### src/rtl/frame_buf_sched_if.sv
// Frame-buffer handshake bundle between the writer/reader clients and the
// buffer ownership scheduler.
interface frame_buf_sched_if;
  logic        wr_frame_start;
  logic        wr_frame_done;
  logic        wr_grant;
  logic [1:0]  wr_idx;
  logic [31:0] wr_base;
  logic        rd_frame_start;
  logic        rd_frame_done;
  logic        rd_valid;
  logic [1:0]  rd_idx;
  logic [31:0] rd_base;

  // Client side: issues frame pulses, receives buffer grants.
  modport master (
    output wr_frame_start, wr_frame_done, rd_frame_start, rd_frame_done,
    input  wr_grant, wr_idx, wr_base, rd_valid, rd_idx, rd_base
  );

  // Scheduler side: consumes frame pulses, drives buffer grants.
  modport slave (
    input  wr_frame_start, wr_frame_done, rd_frame_start, rd_frame_done,
    output wr_grant, wr_idx, wr_base, rd_valid, rd_idx, rd_base
  );
endinterface

### src/rtl/frame_buf_sched.sv
// Frame-buffer ownership scheduler: hands the sensor writer a free buffer per
// frame and the readout reader the newest completed frame. Stale frames are
// dropped when the writer laps the reader; the last shown frame is repeated
// when the reader outruns the writer. NUM_BUFS must be 3 or 4.
module frame_buf_sched #(
  parameter int          NUM_BUFS   = 4,
  parameter logic [31:0] BASE_ADDR  = 32'h0F800000,
  parameter logic [31:0] BUF_STRIDE = 32'h00400000
) (
  input  logic             sys_clk,
  input  logic             sys_rst_n,
  frame_buf_sched_if.slave bus,
  output logic [15:0]      drop_cnt,
  output logic [15:0]      repeat_cnt
);

  typedef enum logic [2:0] {
    ST_FREE,
    ST_WRITING,
    ST_READY,
    ST_READING,
    ST_SHOWN
  } bufState_t;

  bufState_t   r_bufState [NUM_BUFS];
  logic [7:0]  r_stamp    [NUM_BUFS];
  logic [7:0]  r_frameSeq;
  logic [1:0]  r_wrPtr;
  logic        r_wrGrant;
  logic [1:0]  r_wrIdx;
  logic [31:0] r_wrBase;
  logic        r_rdValid;
  logic [1:0]  r_rdIdx;
  logic [31:0] r_rdBase;
  logic [15:0] r_dropCnt;
  logic [15:0] r_repeatCnt;

  bufState_t   w_bufState [NUM_BUFS];
  logic [7:0]  w_stamp    [NUM_BUFS];
  logic [7:0]  w_frameSeq;
  logic [1:0]  w_wrPtr;
  logic        w_wrGrant;
  logic [1:0]  w_wrIdx;
  logic [31:0] w_wrBase;
  logic        w_rdValid;
  logic [1:0]  w_rdIdx;
  logic [31:0] w_rdBase;
  logic [2:0]  w_dropInc;
  logic        w_repeatInc;
  logic [16:0] w_dropSum;
  logic [16:0] w_repeatSum;
  logic        w_hit;
  logic [1:0]  w_pick;
  logic [1:0]  w_slot;
  logic [7:0]  w_age;
  logic [7:0]  w_bestAge;

  // Next-state: apply writer-done, reader-done, reader-start, writer-start in
  // that order, each step operating on the buffer table left by the previous.
  always_comb begin
    for (int i = 0; i < NUM_BUFS; i++) begin
      w_bufState[i] = r_bufState[i];
      w_stamp[i]    = r_stamp[i];
    end
    w_frameSeq  = r_frameSeq;
    w_wrPtr     = r_wrPtr;
    w_wrIdx     = r_wrIdx;
    w_rdIdx     = r_rdIdx;
    w_dropInc   = 3'd0;
    w_repeatInc = 1'b0;
    w_hit       = 1'b0;
    w_pick      = 2'd0;
    w_slot      = 2'd0;
    w_age       = 8'd0;
    w_bestAge   = 8'd0;

    // Writer finished: publish the frame stamped with the current sequence.
    if (bus.wr_frame_done) begin
      for (int i = 0; i < NUM_BUFS; i++) begin
        if (w_bufState[i] == ST_WRITING) begin
          w_bufState[i] = ST_READY;
          w_stamp[i]    = r_frameSeq;
          w_frameSeq    = r_frameSeq + 8'd1;
        end
      end
    end

    // Reader finished (explicitly, or implicitly by starting a new frame):
    // the read buffer becomes the shown one and the previous shown is freed.
    if (bus.rd_frame_done || bus.rd_frame_start) begin
      w_hit = 1'b0;
      for (int i = 0; i < NUM_BUFS; i++) begin
        if (w_bufState[i] == ST_READING) w_hit = 1'b1;
      end
      if (w_hit) begin
        for (int i = 0; i < NUM_BUFS; i++) begin
          if (w_bufState[i] == ST_SHOWN) w_bufState[i] = ST_FREE;
          else if (w_bufState[i] == ST_READING) w_bufState[i] = ST_SHOWN;
        end
      end
    end

    // Reader start: take the newest ready frame and discard the older ones,
    // otherwise fall back to repeating the shown frame.
    if (bus.rd_frame_start) begin
      w_hit     = 1'b0;
      w_pick    = 2'd0;
      w_bestAge = 8'hFF;
      for (int i = 0; i < NUM_BUFS; i++) begin
        w_age = w_frameSeq - w_stamp[i];
        if (w_bufState[i] == ST_READY && (!w_hit || w_age < w_bestAge)) begin
          w_hit     = 1'b1;
          w_bestAge = w_age;
          w_pick    = 2'(i);
        end
      end
      if (w_hit) begin
        for (int i = 0; i < NUM_BUFS; i++) begin
          if (2'(i) == w_pick) begin
            w_bufState[i] = ST_READING;
          end else if (w_bufState[i] == ST_READY) begin
            w_bufState[i] = ST_FREE;
            w_dropInc     = w_dropInc + 3'd1;
          end else if (w_bufState[i] == ST_SHOWN) begin
            w_bufState[i] = ST_FREE;
          end
        end
        w_rdIdx = w_pick;
      end else begin
        for (int i = 0; i < NUM_BUFS; i++) begin
          if (w_bufState[i] == ST_SHOWN) begin
            w_bufState[i] = ST_READING;
            w_repeatInc   = 1'b1;
            w_rdIdx       = 2'(i);
          end
        end
      end
    end

    // Writer start: abort any frame in progress, then allocate round-robin
    // from the free pool, stealing the oldest ready frame or the shown frame
    // when nothing is free.
    if (bus.wr_frame_start) begin
      for (int i = 0; i < NUM_BUFS; i++) begin
        if (w_bufState[i] == ST_WRITING) w_bufState[i] = ST_FREE;
      end
      w_hit  = 1'b0;
      w_pick = 2'd0;
      for (int k = 1; k <= NUM_BUFS; k++) begin
        w_slot = 2'((int'(r_wrPtr) + k) % NUM_BUFS);
        if (!w_hit && w_bufState[w_slot] == ST_FREE) begin
          w_hit  = 1'b1;
          w_pick = w_slot;
        end
      end
      if (!w_hit) begin
        w_bestAge = 8'd0;
        for (int i = 0; i < NUM_BUFS; i++) begin
          w_age = w_frameSeq - w_stamp[i];
          if (w_bufState[i] == ST_READY && (!w_hit || w_age > w_bestAge)) begin
            w_hit     = 1'b1;
            w_bestAge = w_age;
            w_pick    = 2'(i);
          end
        end
        if (w_hit) w_dropInc = w_dropInc + 3'd1;
      end
      if (!w_hit) begin
        for (int i = 0; i < NUM_BUFS; i++) begin
          if (!w_hit && w_bufState[i] == ST_SHOWN) begin
            w_hit  = 1'b1;
            w_pick = 2'(i);
          end
        end
      end
      if (w_hit) begin
        w_bufState[w_pick] = ST_WRITING;
        w_wrPtr            = w_pick;
        w_wrIdx            = w_pick;
      end
    end

    w_wrGrant = 1'b0;
    w_rdValid = 1'b0;
    for (int i = 0; i < NUM_BUFS; i++) begin
      if (w_bufState[i] == ST_WRITING) w_wrGrant = 1'b1;
      if (w_bufState[i] == ST_READING) w_rdValid = 1'b1;
    end
    w_wrBase    = BASE_ADDR + 32'(w_wrIdx) * BUF_STRIDE;
    w_rdBase    = BASE_ADDR + 32'(w_rdIdx) * BUF_STRIDE;
    w_dropSum   = {1'b0, r_dropCnt} + {14'd0, w_dropInc};
    w_repeatSum = {1'b0, r_repeatCnt} + {16'd0, w_repeatInc};
  end

  // State and output registers; reset discards all buffer ownership at once.
  always_ff @(posedge sys_clk or negedge sys_rst_n) begin
    if (!sys_rst_n) begin
      for (int i = 0; i < NUM_BUFS; i++) begin
        r_bufState[i] <= ST_FREE;
        r_stamp[i]    <= 8'd0;
      end
      r_frameSeq  <= 8'd0;
      r_wrPtr     <= 2'(NUM_BUFS - 1);
      r_wrGrant   <= 1'b0;
      r_wrIdx     <= 2'd0;
      r_wrBase    <= BASE_ADDR;
      r_rdValid   <= 1'b0;
      r_rdIdx     <= 2'd0;
      r_rdBase    <= BASE_ADDR;
      r_dropCnt   <= 16'd0;
      r_repeatCnt <= 16'd0;
    end else begin
      for (int i = 0; i < NUM_BUFS; i++) begin
        r_bufState[i] <= w_bufState[i];
        r_stamp[i]    <= w_stamp[i];
      end
      r_frameSeq  <= w_frameSeq;
      r_wrPtr     <= w_wrPtr;
      r_wrGrant   <= w_wrGrant;
      r_wrIdx     <= w_wrIdx;
      r_wrBase    <= w_wrBase;
      r_rdValid   <= w_rdValid;
      r_rdIdx     <= w_rdIdx;
      r_rdBase    <= w_rdBase;
      r_dropCnt   <= w_dropSum[16] ? 16'hFFFF : w_dropSum[15:0];
      r_repeatCnt <= w_repeatSum[16] ? 16'hFFFF : w_repeatSum[15:0];
    end
  end

  assign bus.wr_grant = r_wrGrant;
  assign bus.wr_idx   = r_wrIdx;
  assign bus.wr_base  = r_wrBase;
  assign bus.rd_valid = r_rdValid;
  assign bus.rd_idx   = r_rdIdx;
  assign bus.rd_base  = r_rdBase;
  assign drop_cnt     = r_dropCnt;
  assign repeat_cnt   = r_repeatCnt;

endmodule

### src/flat_wrapper.sv
// flat-port wrapper written by rule: the top's interface ports become plain ports
module frame_buf_sched_flat 
#(
  parameter int          NUM_BUFS   = 4,
  parameter logic [31:0] BASE_ADDR  = 32'h0F800000,
  parameter logic [31:0] BUF_STRIDE = 32'h00400000
)
  (sys_clk, sys_rst_n, drop_cnt, repeat_cnt, bus_wr_frame_start, bus_wr_frame_done, bus_rd_frame_start, bus_rd_frame_done, bus_wr_grant, bus_wr_idx, bus_wr_base, bus_rd_valid, bus_rd_idx, bus_rd_base);
  frame_buf_sched_if bus_i ();
  input  logic sys_clk;
  input  logic sys_rst_n;
  output logic [15:0] drop_cnt;
  output logic [15:0] repeat_cnt;
  input wire logic [$bits(bus_i.wr_frame_start)-1:0] bus_wr_frame_start;
  input wire logic [$bits(bus_i.wr_frame_done)-1:0] bus_wr_frame_done;
  input wire logic [$bits(bus_i.rd_frame_start)-1:0] bus_rd_frame_start;
  input wire logic [$bits(bus_i.rd_frame_done)-1:0] bus_rd_frame_done;
  output wire logic [$bits(bus_i.wr_grant)-1:0] bus_wr_grant;
  output wire logic [$bits(bus_i.wr_idx)-1:0] bus_wr_idx;
  output wire logic [$bits(bus_i.wr_base)-1:0] bus_wr_base;
  output wire logic [$bits(bus_i.rd_valid)-1:0] bus_rd_valid;
  output wire logic [$bits(bus_i.rd_idx)-1:0] bus_rd_idx;
  output wire logic [$bits(bus_i.rd_base)-1:0] bus_rd_base;
  assign bus_i.wr_frame_start = bus_wr_frame_start;
  assign bus_i.wr_frame_done = bus_wr_frame_done;
  assign bus_i.rd_frame_start = bus_rd_frame_start;
  assign bus_i.rd_frame_done = bus_rd_frame_done;
  assign bus_wr_grant = bus_i.wr_grant;
  assign bus_wr_idx = bus_i.wr_idx;
  assign bus_wr_base = bus_i.wr_base;
  assign bus_rd_valid = bus_i.rd_valid;
  assign bus_rd_idx = bus_i.rd_idx;
  assign bus_rd_base = bus_i.rd_base;
  frame_buf_sched #(.NUM_BUFS(NUM_BUFS), .BASE_ADDR(BASE_ADDR), .BUF_STRIDE(BUF_STRIDE)) u_core (.sys_clk(sys_clk), .sys_rst_n(sys_rst_n), .bus(bus_i), .drop_cnt(drop_cnt), .repeat_cnt(repeat_cnt));
endmodule
### config.mk
export PLATFORM = sky130hd
export DESIGN_NAME = frame_buf_sched_flat
export DESIGN_NICKNAME = d
export VERILOG_FILES = /design/src/rtl/frame_buf_sched_if.sv /design/src/rtl/frame_buf_sched.sv /design/src/flat_wrapper.sv
export SDC_FILE = /design/constraint.sdc
export NUM_CORES = 1
export LEC_CHECK = 0
export BUFFER_PORTS_ARGS = -buffer_cell sky130_fd_sc_hd__buf_2
export CAP_MARGIN = 20
export CELL_PAD_IN_SITES_DETAIL_PLACEMENT = 1
export CELL_PAD_IN_SITES_GLOBAL_PLACEMENT = 2
export CORE_MARGIN = 4
export CORE_UTILIZATION = 39
export CTS_CLUSTER_DIAMETER = 100
export CTS_CLUSTER_SIZE = 24
export DETAILED_ROUTE_END_ITERATION = 16
export PLACE_DENSITY = 0.9
export REMOVE_ABC_BUFFERS = 1
export SKIP_CTS_REPAIR_TIMING = 1
export SLEW_MARGIN = 20
export SYNTH_ARGS = -nofsm -noshare
export SYNTH_HDL_FRONTEND = slang
export SYNTH_SLANG_ARGS = --single-unit
### constraint.sdc
create_clock -name sys_clk -period 33.5 [get_ports sys_clk]
set_input_delay 3.35 -clock sys_clk [delete_from_list [all_inputs] [get_ports sys_clk]]
set_output_delay 3.35 -clock sys_clk [all_outputs]
set_load 0.01 [all_outputs]
; ---- Yosys cells after proc, flatten, opt, wreduce, memory -nomap -nowiden
; Index checks and enable logic that the tools add are counted.
[word_totals]
register_bits = 156
inputBits = 6
output_inout_bits = 102
elab_cells = 333
[classes]
n_addsub = 17
order_cmp = 13
eq_ne = 43
mux = 191
n_bitwise = 8
reduce_logical = 43
[op_table]
columns = operator, n
row1 = $mux 8, 24
row2 = $mux 3, 63
row3 = $mux 12, 7
row4 = $mux 1, 63
row5 = $add 28x24->29 const A, 2
row6 = $mux 2, 26
row7 = $eq 3x2->1 const B, 16
row8 = $eq 3x1->1 const B, 12
row9 = $eq 3x3->1 const B, 12
row10 = $mux 16, 2
row11 = $mux 32, 1
row12 = $sub 8x8->8, 4
row13 = $bmux 3 s2, 4
row14 = $gt 8x8->1, 3
row15 = $lt 8x8->1, 3
row16 = $add 16x1->17, 1
row17 = $add 16x3->17, 1
row18 = $ge 3x3->1 const B, 5
row19 = $logic_and 1x1->1, 15
row20 = $not 2->3, 5
row21 = $logic_not 1->1, 14
row22 = $add 3x1->3 const B, 4
row23 = $logic_not 3->1, 4
row24 = $add 8x1->8 const B, 1
row25 = 13 further kinds, 23

; ---- Depth between registers and ports, before layout
; Gate-level depths: netlist (run 1).
[depth]
depth_word = 114
depth_mapped = 80
depth_no_buf = 73

; ---- Worst setup path after synthesis (run 1)
; OpenSTA, ideal clock, no wires.
[synth_path]
kind = input -> register
start = input port bus_wr_frame_done
end = register u_core.r_wrIdx[0] (netlist: u_core.bus.wr_idx[0])
setup_ns = 0.125
arrival_ns = 16.641
required_time_ns = 33.375
path_slack_ns = 16.735
path_stages = 72
n_path_buf = 6
cell_sequence = buf_2 > o21a_1 > mux2_2 > ha_1 > nor2b_1 > o21ai_0 > a21oi_1 > o31a_1 > o21a_1 > or3_1 > nand2_1 > nor2_1 > ha_1 > a21oi_1 > o221ai_2 > a21oi_1 > a21o_1 > clkbuf_1 > [36 not listed] > o21a_1 > inv_1 > o2111ai_1 > o211ai_1 > clkbuf_1 > nor2_1 > a21o_1 > ha_1 > nor2b_1 > o21a_1 > o21ai_0 > nand2b_1 > a21oi_1 > o21ai_0 > a22oi_1 > nor2_1 > o211a_2 > mux2_2
[synth_via]
elab_cells_between_ends = 216
cone_classes = add/sub: 4 / order compare: 7 / eq/ne: 31 / mux: 134 / reduce/logical: 40
[synth_lines]
columns = element, line_no
row1 = start: declaration, flat_wrapper.sv:15  ; input wire logic [$bits(bus_i.wr_frame_done)-1:0] bus_wr_frame_done;
row2 = $mux 8 (*), frame_buf_sched.sv:78  ; if (bus.wr_frame_done) begin
row3 = net u_core.w_frameSeq[1], frame_buf_sched.sv:40  ; logic [7:0] w_frameSeq;
row4 = $sub 8x8->8, "frame_buf_sched.sv:110, frame_buf_sched.sv:159"
row5 = $mux 8, frame_buf_sched.sv:111  ; if (w_bufState[i] == ST_READY && (!w_hit || w_age < w_bestAge)) begin
row6 = $mux 8, frame_buf_sched.sv:105  ; if (bus.rd_frame_start) begin
row7 = $lt 8x8->1, frame_buf_sched.sv:111
row8 = $logic_or 1x1->1, frame_buf_sched.sv:111
row9 = $logic_and 1x1->1, frame_buf_sched.sv:111
row10 = [77 not listed], n/a
row11 = $mux 1, frame_buf_sched.sv:143  ; if (bus.wr_frame_start) begin
row12 = $logic_not 1->1, frame_buf_sched.sv:170  ; if (!w_hit && w_bufState[i] == ST_SHOWN) begin
row13 = $logic_and 1x1->1, frame_buf_sched.sv:170
row14 = $mux 2 or $mux 1 (tied branches), frame_buf_sched.sv:170
row15 = $mux 2 or $mux 1 (tied branches), frame_buf_sched.sv:168  ; if (!w_hit) begin
row16 = $mux 2 or $mux 1 (tied branches), frame_buf_sched.sv:143
row17 = $mux 2 (*), frame_buf_sched.sv:176  ; if (w_hit) begin
row18 = $mux 2 (*), frame_buf_sched.sv:143
row19 = end signal: assignment, frame_buf_sched.sv:220  ; r_wrIdx <= w_wrIdx;
row20 = end: declaration, frame_buf_sched.sv:30  ; logic [1:0] r_wrIdx;
; Mark *: on every way through the listed nets, which the timed path passes. The rest lies on a longest branch. The select of a mux whose other input is x is not followed.
; A chain may end at the register's enable or synchronous reset.

==> results.txt, run 1 <==
Status - finished, final reports clean
Reg clk slew, reported paths - 0.07 ns
Max stage delay on crit path - 0.71 ns
Ys flop type - dfrtp_1
Slew headroom - 41.9%
Hold_sp - u_core.r_stamp[11]
R2r setup slk - 16.91 ns
Initial antenna violation count - 0
Die ar. - 25200 µm²
RSZ-0062 raised after global routing - no
Hold Path End - u_core.r_stamp[11]
Skew-Pair Late Insertion Delay - 0.37 ns
Antenna Cells - 0
Total grt overflow - 0
#FFs+latches synth - 94
Layout Cells excl Fill - 1372
Cell mode on critical path - o21ai_0
CP Data Required Time - 33.71 ns
Setup crit start kind - input pin
Final setup fails - 0
Ports - 108
Port bufs - 57
Crit path buffers/inverters - 2
Core area - 22100 µm²
CP Data Arrival Time - 18.99 ns
Synth warn - 0
Routability Congestion - 0.921
Mapped cell area - 8840 µm²
Setup ws final - 14.72 ns
Family with the most delay on the worst path - compound AO/OA/AOI/OAI gates
CTS sink count - 94
Slowest-stage cell, CP - nor4bb_4
Num CTS Buffers - 9
Fin util - 42.5%
Min-Delay Path Class - register to register
Clock Skew - 0.0220 ns
DR iter-0 viols - 404
Reg-to-reg critical path startpoint - u_core.r_bufState[11]
Final hold vios - 0
Setup TNS - 0 ns
Root Buffer - clkbuf_16
R2R depth - 68
Distinct cells, synth - 90
Routed WL per cell - 20.0 µm
R2R Path End - u_core.r_bufState[4]
Max-slew violations - 0
Largest net degree at the start of global routing - 49
CP Max Fanout - 17
Layout area overhead - 6.07%
Hpwl dp - 21.8 mm
Gr usage total - 22.2%
First-pass GRT wire length - 43.8 mm
TritonCTS clock tree - done
First-pass iteration count of the detailed router - 5
Rows - 54
Die width - 159 µm
Share of cells above drive strength 1 - 12.2%
Residual DRC - 0
Routed wire length - 27.4 mm
CP Capture Type - register
Setup slack after placement - 14.30 ns
Post-synthesis async set-or-reset flop share - 100%
Max Cap Viol - 0
Worst-Margin Slew - 0.869 ns
Starting Density - 40.0%
H-Tree Depth - 3
Post-route minimum period - 18.78 ns
Syn Inst Count - 1061
Critical path class - input pin to register
Fin crit share - 56.1%
Hold path depth - 2
Routed vias - 7769
Placed Cells incl. Taps - 1355
Detail-routed via count per cell - 5.66
Post-synth EDFFs - 0
Seq/Total Area, Yosys - 26.7%
Nets@finish - 1180
Vias in the first global route - 7982
Mean Syn Cell Area - 8.34 µm²
Die height - 159 µm
Max Freq - 53.2 MHz
Remaining antenna violation count after routing - 0
Clk buf depth - 2
[sequential cells by signal, indices dropped and copies added, names as in the netlist]
signal	cells
u_core.bus.wr_grant	1
u_core.bus.rd_valid	1
u_core.r_frameSeq	8
u_core.bus.wr_base	1
u_core.r_wrPtr	2
u_core.repeat_cnt	16
u_core.drop_cnt	16
u_core.r_bufState	12
u_core.bus.rd_base	2
u_core.bus.wr_idx	2
u_core.bus.rd_idx	1
u_core.r_stamp	32
[cells in the final DEF, fill, tap and decap left out, drive strengths merged, types with 5 or more instances in the layout]
cell type  synthesis  layout
o211ai             6       6
xnor2             38      38
a31oi             19      19
nand2            149     149
dfrtp             90      90
nor2b             15      15
buf               75      60
and2              11      11
a21o              22      22
nand4             14      14
conb               1      50
ha                82      82
o221ai             5       5
o21bai             7       7
xor2              20      20
nor2              86      86
clkbuf            19      12
nor3b              8       8
mux2              24      24
nor3              15      15
inv               59      60
a21oi             70      70
o22ai              6       6
o21a              19      19
mux2i             12      12
or3                6       6
or2                5       5
nand2b            15      15
and3              11      11
o31ai              5       5
fa                 5       5
a221oi             5       5
o21ai             52      52
nand3             20      20
[layer usage]
layer  global-route usage (%)  share of wire [%]
met5                        0                  0
met3                     3.59                4.8
met1                     29.4                 45
met4                     7.84                3.1
met2                     36.8                 48
[Yosys cell counts (all sizes together), types with 7 or more instances]
library cell / count / area, µm²
xnor2: 38 / 333
nor2: 86 / 323
clkbuf: 19 / 71.3
inv: 59 / 221
a21o: 22 / 165
nand2: 149 / 559
nor2b: 15 / 93.8
nor3: 15 / 85.1
a31oi: 19 / 125
nor3b: 8 / 60.1
a21oi: 70 / 354
ha: 82 / 1030
o21a: 19 / 143
nand2b: 15 / 93.8
nand3: 20 / 105
o21ai: 52 / 264
xor2: 20 / 175
and3: 11 / 68.8
mux2: 24 / 274
mux2i: 12 / 120
nand4: 14 / 87.6
buf: 75 / 547
and2: 11 / 68.8
o21bai: 7 / 56.3
dfrtp: 90 / 2250
[how the worst max path moves through the flow]
stage	from	to	slack [ns]	depth (start not counted)
2_1_floorplan	bus_wr_frame_done	u_core.bus.wr_idx[0]	17.01	66
3_3_place_gp	bus_wr_frame_done	u_core.r_bufState[8]	14.62	66
3_5_place_dp	bus_wr_frame_done	u_core.r_bufState[10]	14.30	66
4_1_cts	bus_wr_frame_done	u_core.r_bufState[5]	14.60	66
5_1_grt	bus_wr_frame_done	u_core.r_bufState[5]	13.28	69
6_report	bus_wr_frame_done	u_core.r_bufState[4]	14.72	68
[metrics by stage]
| step | instance area [µm²] | hold slack (ns) |
|---|---|---|
| after floorplan | 8410 | 0.441 |
| after global placement | 9060 | 0.455 |
| after detailed placement | 9060 | 0.468 |
| after CTS | 9370 | 0.487 |
| after global routing | 9380 | 0.509 |
| final | 9380 | 0.480 |
[area by class of cell]
| cell class | instances | area, µm² |
|---|---|---|
| clock buffers | 12 | 256 |
| clock inverters | 4 | 53.8 |
| fillers | 2657 | 12700 |
| well taps | 280 | 350 |
| flip-flops and latches | 94 | 2360 |
| multi-input cells | 863 | 5830 |
| inverters | 59 | 221 |
| repair buffers | 60 | 310 |
[worst register-to-register path, delay by kind of cell (launching register included)]
| kind | cells | cell delay, ns |
|---|---|---|
| multiplexers | 2 | 0.86 |
| AND/OR/NAND/NOR | 19 | 2.96 |
| XOR/XNOR | 1 | 0.64 |
| buffers and inverters | 1 | 0.09 |
| flip-flops | 1 | 0.55 |
| adder cells (fa/ha/maj) | 7 | 2.23 |
| AO/OA/AOI/OAI | 38 | 9.10 |
[logic make-up (layout without fill, tap and decap cells)]
family                   after synthesis  after routing  share of synthesized area, %
other                                  1             50                        0.0424
multiplexers                          36             36                          4.46
AO/OA/AOI/OAI                        258            258                          20.3
XOR/XNOR                              59             59                          6.00
buffers and inverters                153            135                          9.49
adder cells (fa/ha/maj)               87             87                          12.7
flip-flops                            94             94                          26.7
AND/OR/NAND/NOR                      373            373                          20.4
Power of run 1 is not shown: default switching activity piles up to over one toggle a cycle in this logic, so the estimate is an artifact.
==> run 2: changes to the inputs <==
Settings changed: CORE_UTILIZATION 39 to 33, PLACE_DENSITY 0.9 to 0.81.
Clock period 33.5 ns to 16.65 ns, I/O delays scaled along.
==> results.txt, run 2 (synthesis results as in run 1) <==
Worst-Margin Slew - 0.877 ns (+0.00819 ns)
Max Freq - 64.9 MHz
DR iter-0 viols - 457 (+13%)
Hold path depth - 2 (unchanged)
First-pass GRT wire length - 44.4 mm (+1.5%)
TritonCTS clock tree - done
Routed vias - 7851 (+1.1%)
Starting Density - 33.8% (-6.3 points)
Die ar. - 29500 µm² (+17%)
Min-Delay Path Class - register to register
Gr usage total - 19.2% (-3.0 points)
Skew-Pair Late Insertion Delay - 0.36 ns (about the same)
Root Buffer - clkbuf_16
Slowest-stage cell, CP - a2111oi_2
CP Data Arrival Time - 15.65 ns (-3.34 ns)
Final setup fails - 0 (unchanged)
Layout area overhead - 9.17%
Die width - 172 µm (+8.3%)
CP Depth - 70 (+2.9%)
Max reg flops - 32 (unchanged)
Initial antenna violation count - 0 (unchanged)
Routed wire length - 28.5 mm (+4.0%)
Die height - 172 µm (+8.3%)
Max Cap Viol - 0 (unchanged)
Commonest non-fill, non-tap cell in the layout - nand2_1
Num CTS Buffers - 9 (unchanged)
Nets@finish - 1204 (+2.0%)
Hpwl dp - 22.7 mm (+4.1%)
Status - finished, final reports clean
Rows - 59 (+9.3%)
Clock Skew - 0.0171 ns (-0.00490 ns)
Max stage delay on crit path - 0.45 ns (-0.26 ns)
Total grt overflow - 0 (unchanged)
Cell mode on critical path - o21ai_0
CTS sink count - 94 (unchanged)
Clk buf depth - 2 (unchanged)
FF/Latch Area - 2360 µm² (unchanged)
CP Max Fanout - 13 (-4)
Commonest non-fill, non-tap cells in the layout - nand2_1, dfrtp_1, nor2_1, ha_1, a21oi_1
Crit path buffers/inverters - 6 (+4)
H-Tree Depth - 3 (unchanged)
Residual DRC - 0 (unchanged)
Fin crit share - 92.5%
Routability Congestion - 0.935 (+1.5%)
Port bufs - 57 (unchanged)
Setup crit start kind - input pin
Detail-routed via count per cell - 5.41 (-4.4%)
Remaining antenna violation count after routing - 0 (unchanged)
First-pass iteration count of the detailed router - 7 (+2)
Reg clk slew, reported paths - 0.07 ns (about the same)
R2R depth - 69 (+1.5%)
Hold_ws - 0.476 ns (-0.00423 ns)
Post-route minimum period - 15.40 ns
Routed WL per cell - 19.6 µm (-1.7%)
Core area - 26200 µm² (+19%)
Slew headroom - 41.3% (-0.55 points)
Vias in the first global route - 7978 (-0.050%)
Setup ws final - 1.25 ns (-13.47 ns)
Critical path class - input pin to register
Top reg by flops - u_core.r_stamp
Final hold vios - 0 (unchanged)
Footprint of the multi-input gates - 5890 µm² (+0.94%)
Largest net degree at the start of global routing - 49 (unchanged)
Setup slack after placement - 0.166 ns (-14.13 ns)
Antenna Cells - 0 (unchanged)
Family with the most delay on the worst path - compound AO/OA/AOI/OAI gates
Share of cells above drive strength 1 - 14.7% (+2.5 points)
Max-slew violations - 0 (unchanged)
# fillers - 3127 (+18%)
CP Capture Type - register
Ports - 108 (unchanged)
CP Data Required Time - 16.90 ns (-16.81 ns)
## run 2: changes by cell type in the layout (fill, tap and decap cells not counted), moves of 2 or more
cell        delta
a21oi_1        -2
clkinv_4       +2
clkbuf_8       -2
buf_4         +23
clkinvlp_4     -2
inv_8          +2
## run 2: worst register-to-register path, delay by kind of cell (launching register included)
| kind | cells | cell delay (ns) |
|---|---|---|
| fa+ha+maj | 7 | 2.07 |
| flops | 1 | 0.51 |
| compound gates | 36 | 7.20 |
| mux | 4 | 1.52 |
| simple gates | 19 | 3.01 |
| buf+inv | 3 | 0.54 |
## run 2: cell type report
cell class	count	share of cell area, %
Multi-Input combinational cell	864	61.0
Clock buffer	9	2.33
Tap cell	335	4.34
Inverter	59	2.29
Timing Repair Buffer	83	5.00
Sequential cell	94	24.4
Clock inverter	7	0.648
## run 2: metrics by stage
stage | std cells | instance area [µm²] | util [%] | setup TNS [ns]
after floorplan | 1016 | 8410 | - | 0
after global placement | 1425 | 9250 | 35.3 | 0
after detailed placement | 1425 | 9250 | 35.3 | 0
after CTS | 1441 | 9530 | 36.4 | 0
after global routing | 1451 | 9660 | 36.8 | -0.0525
final | 1451 | 9660 | 36.8 | 0
## run 2: final timing paths
kind	from	to	slack, ns
worst max-delay path	bus_wr_frame_done	u_core.bus.wr_idx[0]	1.25
worst min-delay path	u_core.r_stamp[9]	u_core.r_stamp[9]	0.48
worst max register to register	u_core.r_bufState[8]	u_core.bus.wr_idx[0]	1.64
worst min register to register	u_core.r_stamp[9]	u_core.r_stamp[9]	0.48
max in group asynchronous	sys_rst_n	u_core.r_bufState[0]	14.26
min in group asynchronous	sys_rst_n	u_core.repeat_cnt[11]	1.32
## run 2: per-layer routing
metal	global-route usage [%]	wire length, µm	vias up	share of wire, %
li1	-	-	3729	-
met1	25.5	13100	3882	46
met2	32.4	13400	206	47
met3	3.31	1460	34	5.1
met4	4.65	521	0	1.8
met5	0	0	-	0
Power of run 2 is left out for the same reason.
